`src/rtl/pipe_dest_tracker.sv`:
```
// Destination tracker for the E/M/W stages: drives the stage-tagged RegWrite/RD
// signals for forwarding and generates load-use, memory-wait and branch controls.
`timescale 1ns/1ps
module pipe_dest_tracker #(
    parameter int MEM_TIMEOUT = 16,
    parameter int CNT_W       = 16
) (
    input  logic             clk,
    input  logic             rst,
    input  logic             valid_d,
    input  logic [4:0]       rd_d,
    input  logic             regwrite_d,
    input  logic             load_d,
    input  logic [4:0]       rs1_d,
    input  logic [4:0]       rs2_d,
    input  logic             use_rs1_d,
    input  logic             use_rs2_d,
    input  logic             branch_taken_e,
    input  logic             mem_ready,
    output logic [4:0]       rd_e,
    output logic [4:0]       rd_m,
    output logic [4:0]       rd_w,
    output logic             regwrite_e,
    output logic             regwrite_m,
    output logic             regwrite_w,
    output logic             load_e,
    output logic             stall_f,
    output logic             stall_d,
    output logic             flush_d,
    output logic             flush_e,
    output logic             mem_timeout,
    output logic             err,
    output logic [CNT_W-1:0] stall_cycles
);

    localparam int                WCNT_W   = $clog2(MEM_TIMEOUT);
    localparam logic [WCNT_W-1:0] CNT_LAST = WCNT_W'(MEM_TIMEOUT - 1);

    typedef struct packed {
        logic       valid;
        logic [4:0] rd;
        logic       regwrite;
        logic       load;
    } stage_t;

    // The load flag is never consumed once an instruction reaches writeback.
    typedef struct packed {
        logic       valid;
        logic [4:0] rd;
        logic       regwrite;
    } wb_stage_t;

    typedef enum logic {
        ST_RUN,
        ST_WAIT
    } state_t;

    state_t            state_q;
    logic [WCNT_W-1:0] wait_cnt_q;
    logic              err_q;
    logic [CNT_W-1:0]  stall_cnt_q;

    stage_t    e_q, e_d;
    stage_t    m_q, m_d;
    wb_stage_t w_q, w_d;
    stage_t    dec_stage;

    logic m_load;
    logic timeout_hit;
    logic mem_hold;
    logic load_use;

    // mem_hold freezes F/D/E/M; a timeout completes the load exactly like mem_ready.
    assign m_load      = m_q.valid && m_q.load;
    assign timeout_hit = (state_q == ST_WAIT) && (wait_cnt_q == CNT_LAST) && !mem_ready;
    assign mem_hold    = m_load && !mem_ready && !timeout_hit;
    assign load_use    = valid_d && e_q.valid && e_q.load && (e_q.rd != 5'd0) &&
                         ((use_rs1_d && (rs1_d == e_q.rd)) || (use_rs2_d && (rs2_d == e_q.rd)));

    // Branch wins over load-use: the dependent instruction is squashed anyway.
    assign stall_f     = rst && (mem_hold || (load_use && !branch_taken_e));
    assign stall_d     = stall_f;
    assign flush_d     = rst && !mem_hold && branch_taken_e;
    assign flush_e     = rst && !mem_hold && (branch_taken_e || load_use);
    assign mem_timeout = rst && timeout_hit;

    always_comb begin
        // NOTE: every signal written here gets a default first, so no path can infer a latch.
        dec_stage = '0;
        e_d       = e_q;
        m_d       = m_q;
        w_d       = '0;
        if (valid_d) begin
            dec_stage.valid    = 1'b1;
            dec_stage.rd       = rd_d;
            dec_stage.regwrite = regwrite_d;
            dec_stage.load     = load_d;
        end
        if (!mem_hold) begin
            e_d          = (branch_taken_e || load_use) ? '0 : dec_stage;
            m_d          = e_q;
            w_d.valid    = m_q.valid;
            w_d.rd       = m_q.rd;
            w_d.regwrite = m_q.regwrite;
        end
    end

    always_ff @(posedge clk) begin
        // NOTE: sequential state uses non-blocking assignments so every register samples pre-edge values.
        if (!rst) begin
            e_q <= '0;
            m_q <= '0;
            w_q <= '0;
        end else begin
            e_q <= e_d;
            m_q <= m_d;
            w_q <= w_d;
        end
    end

    always_ff @(posedge clk) begin
        if (!rst) begin
            state_q    <= ST_RUN;
            wait_cnt_q <= '0;
            err_q      <= 1'b0;
        end else begin
            case (state_q)
                ST_RUN: begin
                    wait_cnt_q <= '0;
                    if (mem_hold) begin
                        state_q <= ST_WAIT;
                    end
                end
                ST_WAIT: begin
                    if (mem_hold) begin
                        wait_cnt_q <= wait_cnt_q + 1'b1;
                    end else begin
                        state_q    <= ST_RUN;
                        wait_cnt_q <= '0;
                    end
                    if (timeout_hit) begin
                        err_q <= 1'b1;
                    end
                end
                default: state_q <= ST_RUN;
            endcase
        end
    end

    always_ff @(posedge clk) begin
        if (!rst) begin
            stall_cnt_q <= '0;
        end else if (stall_d && (stall_cnt_q != {CNT_W{1'b1}})) begin
            stall_cnt_q <= stall_cnt_q + 1'b1;
        end
    end

    assign rd_e         = e_q.rd;
    assign rd_m         = m_q.rd;
    assign rd_w         = w_q.rd;
    assign regwrite_e   = e_q.valid && e_q.regwrite && (e_q.rd != 5'd0);
    assign regwrite_m   = m_q.valid && m_q.regwrite && (m_q.rd != 5'd0);
    assign regwrite_w   = w_q.valid && w_q.regwrite && (w_q.rd != 5'd0);
    assign load_e       = e_q.valid && e_q.load;
    assign err          = err_q;
    assign stall_cycles = stall_cnt_q;

endmodule

```
`config.mk`:
```
export PLATFORM = sky130hd
export DESIGN_NAME = pipe_dest_tracker
export DESIGN_NICKNAME = d
export VERILOG_FILES = /design/src/rtl/pipe_dest_tracker.sv
export SDC_FILE = /design/constraint.sdc
export NUM_CORES = 1
export LEC_CHECK = 0
export CORE_ASPECT_RATIO = 1.25
export CORE_UTILIZATION = 67
export DETAILED_ROUTE_END_ITERATION = 16
export DONT_BUFFER_PORTS = 1
export PLACE_DENSITY = 0.8
export REMOVE_ABC_BUFFERS = 1
export SLEW_MARGIN = 25
export SYNTH_ARGS = -nofsm -noshare
export SYNTH_HDL_FRONTEND = slang
export SYNTH_SLANG_ARGS = --single-unit
```
`constraint.sdc`:
```
create_clock -name clk -period 5.3 [get_ports clk]
set_clock_uncertainty 0.2 [all_clocks]
set_input_delay 0.795 -clock clk [delete_from_list [all_inputs] [get_ports clk]]
set_output_delay 0.795 -clock clk [all_outputs]
set_load 0.01 [all_outputs]
```
Yosys cells after proc, flatten, opt, wreduce, memory -nomap -nowiden
Cells that the tools add are included.
- $add $sub $neg: 2
- multipliers: 0
- div/mod/pow operators: 0
- magnitude comparators: 0
- eq/ne operators: 4
- shifts and indexed selects: 0
- multiplexer cells: 5
- bitwise operators: 2
- reduce and logical (&&, ||, !) cells: 37
- operators with widths (cell ; count):
    $logic_and 1x1->1 ; 25
    $add 16x1->16 const B ; 1
    $mux 8 ; 2
    $ne 16x16->1 const B ; 1
    $reduce_bool 5->1 ; 3
    $eq 5x5->1 ; 2
    $pmux 4 s2 ; 1
    $add 4x1->4 const B ; 1
    $eq 4x4->1 const B ; 1
    $logic_not 1->1 ; 4
    $mux 4 ; 1
    $logic_or 1x1->1 ; 3
    $not 1->1 ; 2
    $reduce_and 2->1 ; 1
    $reduce_or 2->1 ; 1
    $mux 1 ; 1
- flip-flop bits (word level): 45
- latch bits: 0
- bits in writable memories: 0
- memory bits (read-only): 0
- input bits: 24
- output and inout port bits: 41
- word-level logic and storage cells: 65
- memories: 0

Longest topological paths before layout
- depth after elaboration: 8
- mapped depth: 10
- gate-level depth less buffers: 8

Worst setup path before layout
OpenSTA, ideal clock, no wires.
- path kind: input to output
- start: input port rst
- end: output port stall_f
- arrival time: 1821 ps
- data required time: 4305 ps
- slack: 2484 ps
- stages: 7
- buffers on the path: 4
- cell sequence: clkbuf_1 > and2_4 > buf_8 > a21oi_4 > buf_6 > inv_1 > buf_4
- word-level cells in the longest chain between the ends: 1
- ends and longest elaborated chain (item ; line ; source):
    from (decl) ; 9 ; input logic rst,
    $logic_and 1x1->1 ; 81 ; assign stall_f = rst && (mem_hold || (load_use && !branch_taken_e));
    to (decl) ; 27 ; output logic stall_f,
No other way between the ends.

Worst setup path after layout
- start: register wait_cnt_q[0]
- end: output port stall_f
- word-level cells in the longest chain between the ends: 7
- ends and longest elaborated chain (item ; line ; source):
    from (decl) ; 59 ; logic [WCNT_W-1:0] wait_cnt_q;
    from (signal assigned) ; 136 ; wait_cnt_q <= wait_cnt_q + 1'b1;
    $eq 4x4->1 ; 75 ; assign timeout_hit = (state_q == ST_WAIT) && (wait_cnt_q == CNT_LAST) && !mem_ready;
    $logic_and 1x1->1 (2 in a row) ; 75 ;
    $logic_not 1->1 ; 76 ; assign mem_hold = m_load && !mem_ready && !timeout_hit;
    $logic_and 1x1->1 ; 76 ;
    $logic_or 1x1->1 ; 81 ;
    $logic_and 1x1->1 ; 81 ;
No other way between the ends.

==> results.sh <==
export IMPL_crit_fanout=28
export IMPL_final_nets=227
export IMPL_yosysSeqAreaShare_pct=42.5
export IMPL_crit_path_start="wait_cnt_q[0]"
export IMPL_htree_levels=2
export IMPL_r2r_start="stall_cycles[0]"
export IMPL_setup_violations=0
export IMPL_crit_path_start_kind="register"
export IMPL_syn_cell_area_um2=2120
export IMPL_drt_iter0_drc=54
export IMPL_track_usage_pct=26.3
export IMPL_core_um2=2970
export IMPL_netlist_top_cells_count="dfxtp_1, buf_4, a22o_1, nand2_1, a21oi_1"
export IMPL_wirelength_mm=3.96
export IMPL_min_period_ps=3310
export IMPL_hold_buffers=0
export IMPL_synth_edf_count=0
export IMPL_root_buffer="clkbuf_4"
export IMPL_rsz0062_at_grt="false"
export IMPL_ys_warn_count=0
export IMPL_yosysMostFrequentCell="dfxtp_1"
export IMPL_hold_violations=0
export IMPL_portBuffers=0
export IMPL_synthArstFlopShare_pct=0
export IMPL_stdcell_area_um2=2090
export IMPL_synth_distinct_cells=43
export IMPL_worstHoldStart="wait_cnt_q[0]"
export IMPL_max_cap_violations=0
export IMPL_crit_type="register to output port"
export IMPL_start_util_pct=71.3
export IMPL_post_synth_top_area_cell="dfxtp_1"
export IMPL_whs_ps=259
export IMPL_ys_ff_latch=45
export IMPL_dieArea_um2=3400
export IMPL_finalCritPeriodShare_pct=62.4
export IMPL_antenna_found_initial=0
export IMPL_finalSetupTns_ps=0
export IMPL_viasPerCell=6.63
export IMPL_slew_viol_final=0
export IMPL_clk_latency_ps=360
export IMPL_cts_inserted_buffers=5
export IMPL_worst_setup_path_end_kind="output port"
export IMPL_p_leak_nw=0.762
export IMPL_postSynthCellCount=219
export IMPL_area_growth_synth_to_final_pct=-1.48
export IMPL_ios=65
export IMPL_p_per_area_nw_per_um2=296
export IMPL_critical_path_required_ps=4300
export IMPL_via_count=1578
export IMPL_placed_area_um2=1990
export IMPL_overflow=0
export IMPL_ir_drop_v=0.000232
export IMPL_ant_nets=0
export IMPL_arrival_ps=2310
export IMPL_die_w_um=52.3
export IMPL_drc=0
export IMPL_hp_class="register to register"
export IMPL_avgRoutedWirePerCell_um=16.7
export IMPL_firstDrtPassIters=4
export IMPL_grt_pass1_wl_mm=6.73
export IMPL_syn_area_per_cell_um2=9.68
export IMPL_ys_flop_type="dfxtp_1"
export IMPL_status="completed"
export IMPL_synth_top_cell_area_share_pct=42.5
export IMPL_post_dp_hpwl_mm=2.76
export IMPL_post_cts_buffers=0
export IMPL_cts_resized=0
export IMPL_grt_max_degree=29
export IMPL_synth_area_leaders="dfxtp_1, buf_4, a22o_1"
export IMPL_clockBufferDepth=2
export IMPL_antenna_cells=0
export IMPL_clock_sinks=45
export IMPL_gp_congestion=0.782
export IMPL_cts_tree="built"
export IMPL_rows=22
export IMPL_grt_pass1_vias=1544
export IMPL_relSlewSlack_pct=45.0
export IMPL_fin_total_pwr_w=0.000619
export IMPL_worst_pin_slew_ps=823
export IMPL_die_h_um=64.9
export IMPL_drive_above_1_share_pct=8.91
export IMPL_clk_pin_slew_ps=120
export IMPL_clock_fmax_mhz=302
## final timing paths
check / endpoint / slack [ps] / depth (start not counted)
max reg2reg: stall_cycles[1] / 2680 / 7
min reg2reg: wait_cnt_q[0] / 260 / 1
min: wait_cnt_q[0] / 260 / 1
max: stall_f / 1990 / 6
## cells by family (layout without fill, tap and decap cells)
| group | Yosys count | count (layout) | share of synthesized area, % |
|---|---|---|---|
| simple gates | 83 | 83 | 23.5 |
| compound gates | 47 | 47 | 17.7 |
| flops | 45 | 45 | 42.5 |
| buf+inv | 27 | 10 | 8.79 |
| xor+xnor | 12 | 12 | 4.96 |
| mux | 3 | 3 | 1.42 |
| fa+ha+maj | 2 | 2 | 1.18 |
## cell type report
class,count,area (um2)
tap,36,45.0
multi-input combinational,147,1030
clock buffer,5,37.5
sequential,45,901
clock inverter,3,65.1
inverter,2,7.51
fill,251,883
## cell usage in the layout, fill, tap and decap left out, drive strengths merged, types with 2 or more instances in the layout
master	count
mux2i	3
dfxtp	45
inv	2
bufinv	2
o21ai	2
clkbuf	5
ha	2
nand3	11
and2	13
and3b	2
nand2	13
a22o	13
o21a	3
xnor2	11
or3	3
a21oi	13
o31ai	9
o311a	2
nor3	3
or4	9
nor2	10
nand4	4
nor3b	2
and3	6
nand2b	2
## power by group
part | internal [W] | switching [W] | leakage (nW)
sequential | 0.000342 | 0.00000505 | 0.364
combinational | 0.00000898 | 0.00000915 | 0.343
clock | 0.000146 | 0.000108 | 0.0552
total | 0.000497 | 0.000122 | 0.762
## state kept, by name (all words and copies together), names as in the netlist
| name | flops |
|---|---|
| state_q | 1 |
| err | 1 |
| m_q | 3 |
| rd_m | 5 |
| e_q | 3 |
| w_q | 2 |
| stall_cycles | 16 |
| rd_e | 5 |
| wait_cnt_q | 4 |
| rd_w | 5 |
## worst max-delay path: stages, from the launching register on
cell      delay [ps]
dfxtp_1          370
ha_1             200
and3_4           210
a211oi_4          70
and2_4           240
a21oi_4          540
inv_1            310
## per-stage QoR
stage,worst slack [ps],utilization (%),std cells
5_1_grt,1850,70.3,238
4_1_cts,2000,70.3,238
6_report,1990,70.3,238
3_3_place_gp,2240,66.8,230
3_5_place_dp,2120,66.8,230
2_1_floorplan,2470,-,194
## layer usage
| layer | wire, um | share of wire, % | GRT usage [%] |
|---|---|---|---|
| met1 | 1720 | 43 | 32.8 |
| met4 | 55 | 1.4 | 10.9 |
| met2 | 1950 | 49 | 41.5 |
| met5 | 0 | 0 | 0 |
| met3 | 243 | 6.1 | 7.51 |
Power figures use the tool's default switching activity.
